**src/rtl/bitserial_addsub_seq.sv**
```systemverilog
// Bit-serial WIDTH-bit adder/subtractor: one full-adder cell is stepped LSB-first
// once per cycle, with a registered carry loop and valid/ready handshakes.
module bitserial_addsub_seq #(
  parameter int unsigned WIDTH = 32
) (
  input  logic             clk,
  input  logic             rst_n,
  input  logic             in_valid,
  output logic             in_ready,
  input  logic [WIDTH-1:0] a,
  input  logic [WIDTH-1:0] b,
  input  logic             sub,
  input  logic             flush,
  output logic             out_valid,
  input  logic             out_ready,
  output logic [WIDTH-1:0] result,
  output logic             carry,
  output logic             overflow,
  output logic             zero,
  output logic             busy
);

  localparam int unsigned CW = (WIDTH > 2) ? $clog2(WIDTH) : 1;

  typedef enum logic [1:0] {
    S_IDLE = 2'd0,
    S_RUN  = 2'd1,
    S_DONE = 2'd2
  } state_e;

  state_e           state_q, state_d;
  logic [CW-1:0]    cnt_q, cnt_d;
  logic [WIDTH-1:0] a_q, a_d;
  logic [WIDTH-1:0] b_q, b_d;
  logic             cflop_q, cflop_d;
  logic [WIDTH-1:0] result_q, result_d;
  logic             carry_q, carry_d;
  logic             overflow_q, overflow_d;
  logic             zero_q, zero_d;
  logic             busy_q, busy_d;

  logic             fa_sum;
  logic             fa_cout;
  logic             last_bit;

  // The single full-adder cell shared by every bit position
  assign fa_sum   = a_q[0] ^ b_q[0] ^ cflop_q;
  assign fa_cout  = (a_q[0] & b_q[0]) | (cflop_q & (a_q[0] ^ b_q[0]));
  assign last_bit = (cnt_q == CW'(WIDTH - 1));

  always_ff @(posedge clk or negedge rst_n) begin
    if (!rst_n) begin
      state_q    <= S_IDLE;
      cnt_q      <= '0;
      a_q        <= '0;
      b_q        <= '0;
      cflop_q    <= 1'b0;
      result_q   <= '0;
      carry_q    <= 1'b0;
      overflow_q <= 1'b0;
      zero_q     <= 1'b0;
      busy_q     <= 1'b0;
    end else begin
      state_q    <= state_d;
      cnt_q      <= cnt_d;
      a_q        <= a_d;
      b_q        <= b_d;
      cflop_q    <= cflop_d;
      result_q   <= result_d;
      carry_q    <= carry_d;
      overflow_q <= overflow_d;
      zero_q     <= zero_d;
      busy_q     <= busy_d;
    end
  end

  always_comb begin
    state_d    = state_q;
    cnt_d      = cnt_q;
    a_d        = a_q;
    b_d        = b_q;
    cflop_d    = cflop_q;
    result_d   = result_q;
    carry_d    = carry_q;
    overflow_d = overflow_q;
    zero_d     = zero_q;

    // flush wins over both accept and result handshake
    if (flush) begin
      state_d = S_IDLE;
    end else begin
      unique case (state_q)
        S_IDLE: begin
          if (in_valid) begin
            a_d     = a;
            b_d     = sub ? ~b : b;
            cflop_d = sub;
            cnt_d   = '0;
            state_d = S_RUN;
          end
        end
        S_RUN: begin
          a_d      = a_q >> 1;
          b_d      = b_q >> 1;
          cflop_d  = fa_cout;
          cnt_d    = cnt_q + CW'(1);
          result_d = {fa_sum, result_q[WIDTH-1:1]};
          if (last_bit) begin
            // cflop_q is the carry into the MSB on this final step
            carry_d    = fa_cout;
            overflow_d = cflop_q ^ fa_cout;
            zero_d     = ({fa_sum, result_q[WIDTH-1:1]} == '0);
            cnt_d      = '0;
            state_d    = S_DONE;
          end
        end
        S_DONE: begin
          if (out_ready) state_d = S_IDLE;
        end
        default: state_d = S_IDLE;
      endcase
    end

    busy_d = (state_d == S_RUN);
  end

  assign in_ready  = (state_q == S_IDLE);
  assign out_valid = (state_q == S_DONE);
  assign result    = result_q;
  assign carry     = carry_q;
  assign overflow  = overflow_q;
  assign zero      = zero_q;
  assign busy      = busy_q;

endmodule

```
**config.mk**
```make
export PLATFORM = sky130hd
export DESIGN_NAME = bitserial_addsub_seq
export DESIGN_NICKNAME = d
export VERILOG_FILES = /design/src/rtl/bitserial_addsub_seq.sv
export SDC_FILE = /design/constraint.sdc
export NUM_CORES = 1
export LEC_CHECK = 0
export ABC_AREA = 1
export BUFFER_PORTS_ARGS = -buffer_cell sky130_fd_sc_hd__buf_2
export CORE_MARGIN = 10
export CORE_UTILIZATION = 55
export CTS_CLUSTER_DIAMETER = 150
export DETAILED_ROUTE_END_ITERATION = 16
export PLACE_DENSITY = 0.8
export SLEW_MARGIN = 20
export SYNTH_ARGS = -nofsm -noshare
export SYNTH_HDL_FRONTEND = slang
export SYNTH_SLANG_ARGS = --single-unit
```
**constraint.sdc**
```tcl
create_clock -name clk -period 1.9 [get_ports clk]
set_input_delay 0.285 -clock clk [delete_from_list [all_inputs] [get_ports clk]]
set_output_delay 0.285 -clock clk [all_outputs]
set_load 0.05 [all_outputs]
```
# Word-level counts from Yosys, hierarchy flattened
# Cells that the tools add are included.
# totals
output_inout_bits	38
reg_bits	108
in_bits	70
elab_cells	45
# classes
mux	15
bitwise_logic	8
reduce_logical	6
n_addsub	1
n_eq_ne	5
# op_table
op	n
case mux 32 bit (2 select lines)	2
2-to-1 mux 32 bit	3
logical NOT 32 bit	1
inverter 32 bit	1
2-to-1 mux 5 bit	2
case mux 5 bit (2 select lines)	1
2-to-1 mux 2 bit	4
case mux 2 bit (3 select lines)	1
AND reduction 3 bit	2
adder 5 x 1 -> 5 bit, second input constant	1
equality test 5 bit, second input constant	1
equality test 2 x 1 -> 1 bit, second input constant	2
bitwise XOR 1 bit	3
AND 1 bit	2
equality test 2 bit, second input constant	1
logical NOT 2 bit	1
inequality test 2 bit, second input constant	1
case mux 1 bit (2 select lines)	1
AND reduction 2 bit	1
nonzero test 2 bit	1
2-to-1 mux 1 bit	1
inverter 1 bit	1
bitwise OR 1 bit	1

# Longest topological paths before layout
# depth
depth_word	5
depth_mapped	9
mapped_depth_nobuf	9

# Worst setup path before layout
# Ideal clock, no wire load.
# synth_path
path_type	register to register
start	reg state_q[0]
end	reg busy_q, in the netlist busy
slack_ps	412
required_ps	1822
setup_ps	78
period_less_slack_ps	1488
path_stages_with_launch	4
arrival_ps	1410
n_path_buf	0
cell_sequence	dfrtp_1 -> nor2_1 -> nand2_1 -> a21oi_1
# synth_via
elab_chain_len	4
elab_cells_between_ends	9
classes_between	3 x eq/ne; 5 x mux; 1 x reduce/logical
# synth_lines
item	line	source
start, declared	31	state_e state_q, state_d;
start signal, assigned	64	state_q <= state_d;
logical NOT 2 bit	n/a	
via in_ready	9	output logic in_ready,
case mux 2 bit (3 select lines)	92	unique case (state_q)
2-to-1 mux 2 bit	89	if (flush) begin
equality test 2 x 1 -> 1 bit	124	busy_d = (state_d == S_RUN);
via busy_d	40	logic busy_q, busy_d;
end signal, assigned	73	busy_q <= busy_d;
end, declared	40	
# The timed path passes the listed nets, and every way through them passes these cells.
# A chain may end at the register's enable or synchronous reset.

# Final worst setup path
# layout_path
start	reg cnt_q[0]
end	reg cnt_q[2]
# layout_via
elab_chain_len	3
elab_cells_between_ends	4
classes_between	1 x add/sub; 1 x eq/ne; 2 x mux
# layout_lines
item	line	source
start, declared	32	logic [CW-1:0] cnt_q, cnt_d;
start signal, assigned	65	cnt_q <= cnt_d;
adder 5 x 1 -> 5 bit / equality test 5 bit (equally long branches)	106, 49	
2-to-1 mux 5 bit *	108	if (last_bit) begin
case mux 5 bit (2 select lines) *	92	
# Mark *: on every way between the ends. The rest lies on a longest branch, timed or not.

==> impl_metrics.json <==
{
  "die_area_mm2": 0.0134,
  "ys_ff_latch": 108,
  "grt_antenna_before_repair": 0,
  "portBuffers": 107,
  "fin_crit_sh": 0.830,
  "drc": 0,
  "nets": 777,
  "min_period_ns": 1.58,
  "power_leakage_nw": 3.00,
  "synth-seq-area-share": 0.535,
  "drt-met1-wl_um": 5370,
  "route.top_layer_used": "met4",
  "hold_depth": 2,
  "die_h_um": 116,
  "num_io_pins": 108,
  "drt-total-wl_um": 12100,
  "syn_area_per_cell_um2": 8.32,
  "skew_ns": 0.00796,
  "core_area_mm2": 0.00885,
  "wire_per_inst_um": 14.8,
  "nFillCells": 718,
  "vdd_drop_max_mv": 0.556,
  "cts_resized": 0,
  "p_per_area_mw_per_mm2": 1110,
  "final_cells": 817,
  "worst_pin_slew_ns": 0.451,
  "vias_per_cell": 5.29,
  "cts_made_buffers": 9,
  "grt_usage": 0.182,
  "hold_start": "out_ready",
  "cts-root-buf": "clkbuf_8",
  "cts_max_level": 3,
  "gr-total-overflow": 0,
  "rsz0062_at_grt": "no",
  "critPathMaxFanout": 4,
  "worstSetupEndpointType": "flop",
  "hp-class": "in -> reg",
  "timing.rr.end": "cnt_q[2]$_DFFE_PN0P_",
  "hold_viol": 0,
  "detailedRoute.firstPassIterationCount": 4,
  "slew_violations": 0,
  "path_class": "reg -> reg",
  "place_ws_ns": 0.353,
  "dieWidth_um": 116,
  "final_common_cell": "nand2_1",
  "cts_tree": "yes",
  "required_ns": 2.19,
  "r2r_setup_slack_ns": 0.32,
  "finalSetupTns_ns": 0,
  "rr_worst_depth": 9,
  "setup_viol": 0,
  "dr_total_vias": 4318,
  "worst_slack_ns": 0.323,
  "regArea_mm2": 0.00270,
  "synth_fp_nets": 680,
  "clk_pin_slew_ns": 0.10,
  "status": "completed",
  "clockBufferDepth": 2,
  "fin_util": 0.672,
  "wl_met2_um": 5760,
  "hpwlAfterDp_um": 8700,
  "most-common-layout-cells": "nand2_1 (159), a21oi_1 (117), dfrtp_1 (108)",
  "grt_pass1_vias": 4268,
  "clock_latency_ns": 0.37,
  "maxCapViolations": 0,
  "drt_iter0_markers": 288,
  "multi_input_area_mm2": 0.00207,
  "start_kind": "flop",
  "placedCellCount": 800,
  "r2r-start": "cnt_q[0]$_DFFE_PN0P_",
  "gp_congestion": 0.843,
  "whs_endpoint": "state_q[1]$_DFF_PN0_",
  "rows": 34,
  "slew_headroom": 0.700,
  "synth_cells": 607,
  "met3WireLength_um": 873,
  "fmax_mhz": 634,
  "drive_above_1_share": 0.202,
  "crit_path_start": "cnt_q[0]$_DFFE_PN0P_",
  "cts_sinks": 108,
  "diodes": 0,
  "grt_pass1_wl_um": 20100,
  "grt_max_degree": 82,
  "area_growth_pct": 17.6,
  "synth_cell_types": 26,
  "final_antenna_net_count": 0,
  "ys_warn_count": 0,
  "synthesis.area_mm2": 0.00505,
  "initial_core_util": 0.571,
  "arrival_ns": 1.87
}
[cells by family (layout without fill, tap and decap cells)]
group,count (synthesis),in the layout,share of synthesized area
xor+xnor,33,33,0.0572
flops,108,108,0.535
fa+ha+maj,3,3,0.00891
buf+inv,64,166,0.0565
compound gates,155,155,0.159
simple gates,244,244,0.184
[synthesized netlist by cell type]
master / n / area share
o21ai_1: 7 / 0.0069
xor2_1: 28 / 0.049
nor2_2: 1 / 0.0012
a22oi_1: 5 / 0.0074
clkbuf_1: 9 / 0.0067
fa_1: 1 / 0.0040
inv_2: 2 / 0.0015
buf_2: 24 / 0.024
a21oi_1: 117 / 0.12
ha_1: 2 / 0.0050
nand2_2: 1 / 0.0012
o31ai_1: 2 / 0.0030
buf_4: 2 / 0.0030
nand2_1: 159 / 0.12
nor2_1: 78 / 0.058
o21a_1: 1 / 0.0015
inv_1: 25 / 0.019
xnor2_1: 5 / 0.0087
o21ai_2: 1 / 0.0017
o22ai_1: 1 / 0.0012
o21ai_0: 20 / 0.020
dfrtp_1: 108 / 0.53
nand3_1: 5 / 0.0050
buf_6: 1 / 0.0022
buf_1: 1 / 0.00074
o21bai_1: 1 / 0.0015
[through the flow]
step                      cell area, um^2  power [mW]  hold slack, ns
final                                5940        6.59           0.134
after global routing                 5940        6.97           0.103
after CTS                            5940        6.63           0.117
after detailed placement             5720        5.18           0.247
after global placement               5720        5.11           0.240
after floorplan                      5050        4.55         -0.0106
[report_power, final]
group	switching, mW	internal (mW)	total [mW]
sequential	0.338	2.75	3.09
clock	0.796	0.658	1.45
combinational	1.45	0.601	2.05
[repair_timing]
action	4_1_cts	5_1_grt
setup buffers	0	0
hold buffers	1	0
hold endpoints to repair	28	0
[flip-flops by register name (all words and copies together), names as in the netlist]
name	count
b_q	32
busy	1
result	32
cnt_q	5
zero	1
state_q	2
carry	1
cflop_q	1
a_q	32
overflow	1
[critical path, cell delays in order, from the launching register on]
cell and delay, ns:
dfrtp_1 0.42, ha_1 0.22, nand2_1 0.09, nor2_1 0.05, ha_1 0.19, inv_1 0.05, nand2_1 0.12, nand2_1 0.12
o21ai_0 0.10, a21oi_1 0.14
[per-layer routing]
metal,global-route usage,vias to the layer above
li1,-,2132
met1,0.242,2059
met2,0.287,117
met3,0.0424,10
met4,0.0592,0
met5,0,-
[cell type report]
class                   instances  share of cell area
inverters                      27              0.0171
clock buffers                  10              0.0232
flip-flops and latches        108               0.455
repair buffers                123               0.122
clock inverters                 6              0.0118
well taps                     108              0.0227
multi-input cells             435               0.349
[worst max path at each step]
stage                                end  cells after the start  slack (ns)
floorplan                 busy$_DFF_PN0_                      3        0.41
detailed placement   a_q[17]$_DFFE_PN0P_                      7        0.35
global placement       carry$_DFFE_PN0P_                      9        0.43
CTS                            out_valid                      4        0.32
finish              cnt_q[2]$_DFFE_PN0P_                      9        0.32
global route        overflow$_DFFE_PN0P_                      9        0.21
Power figures use the tool's default switching activity.
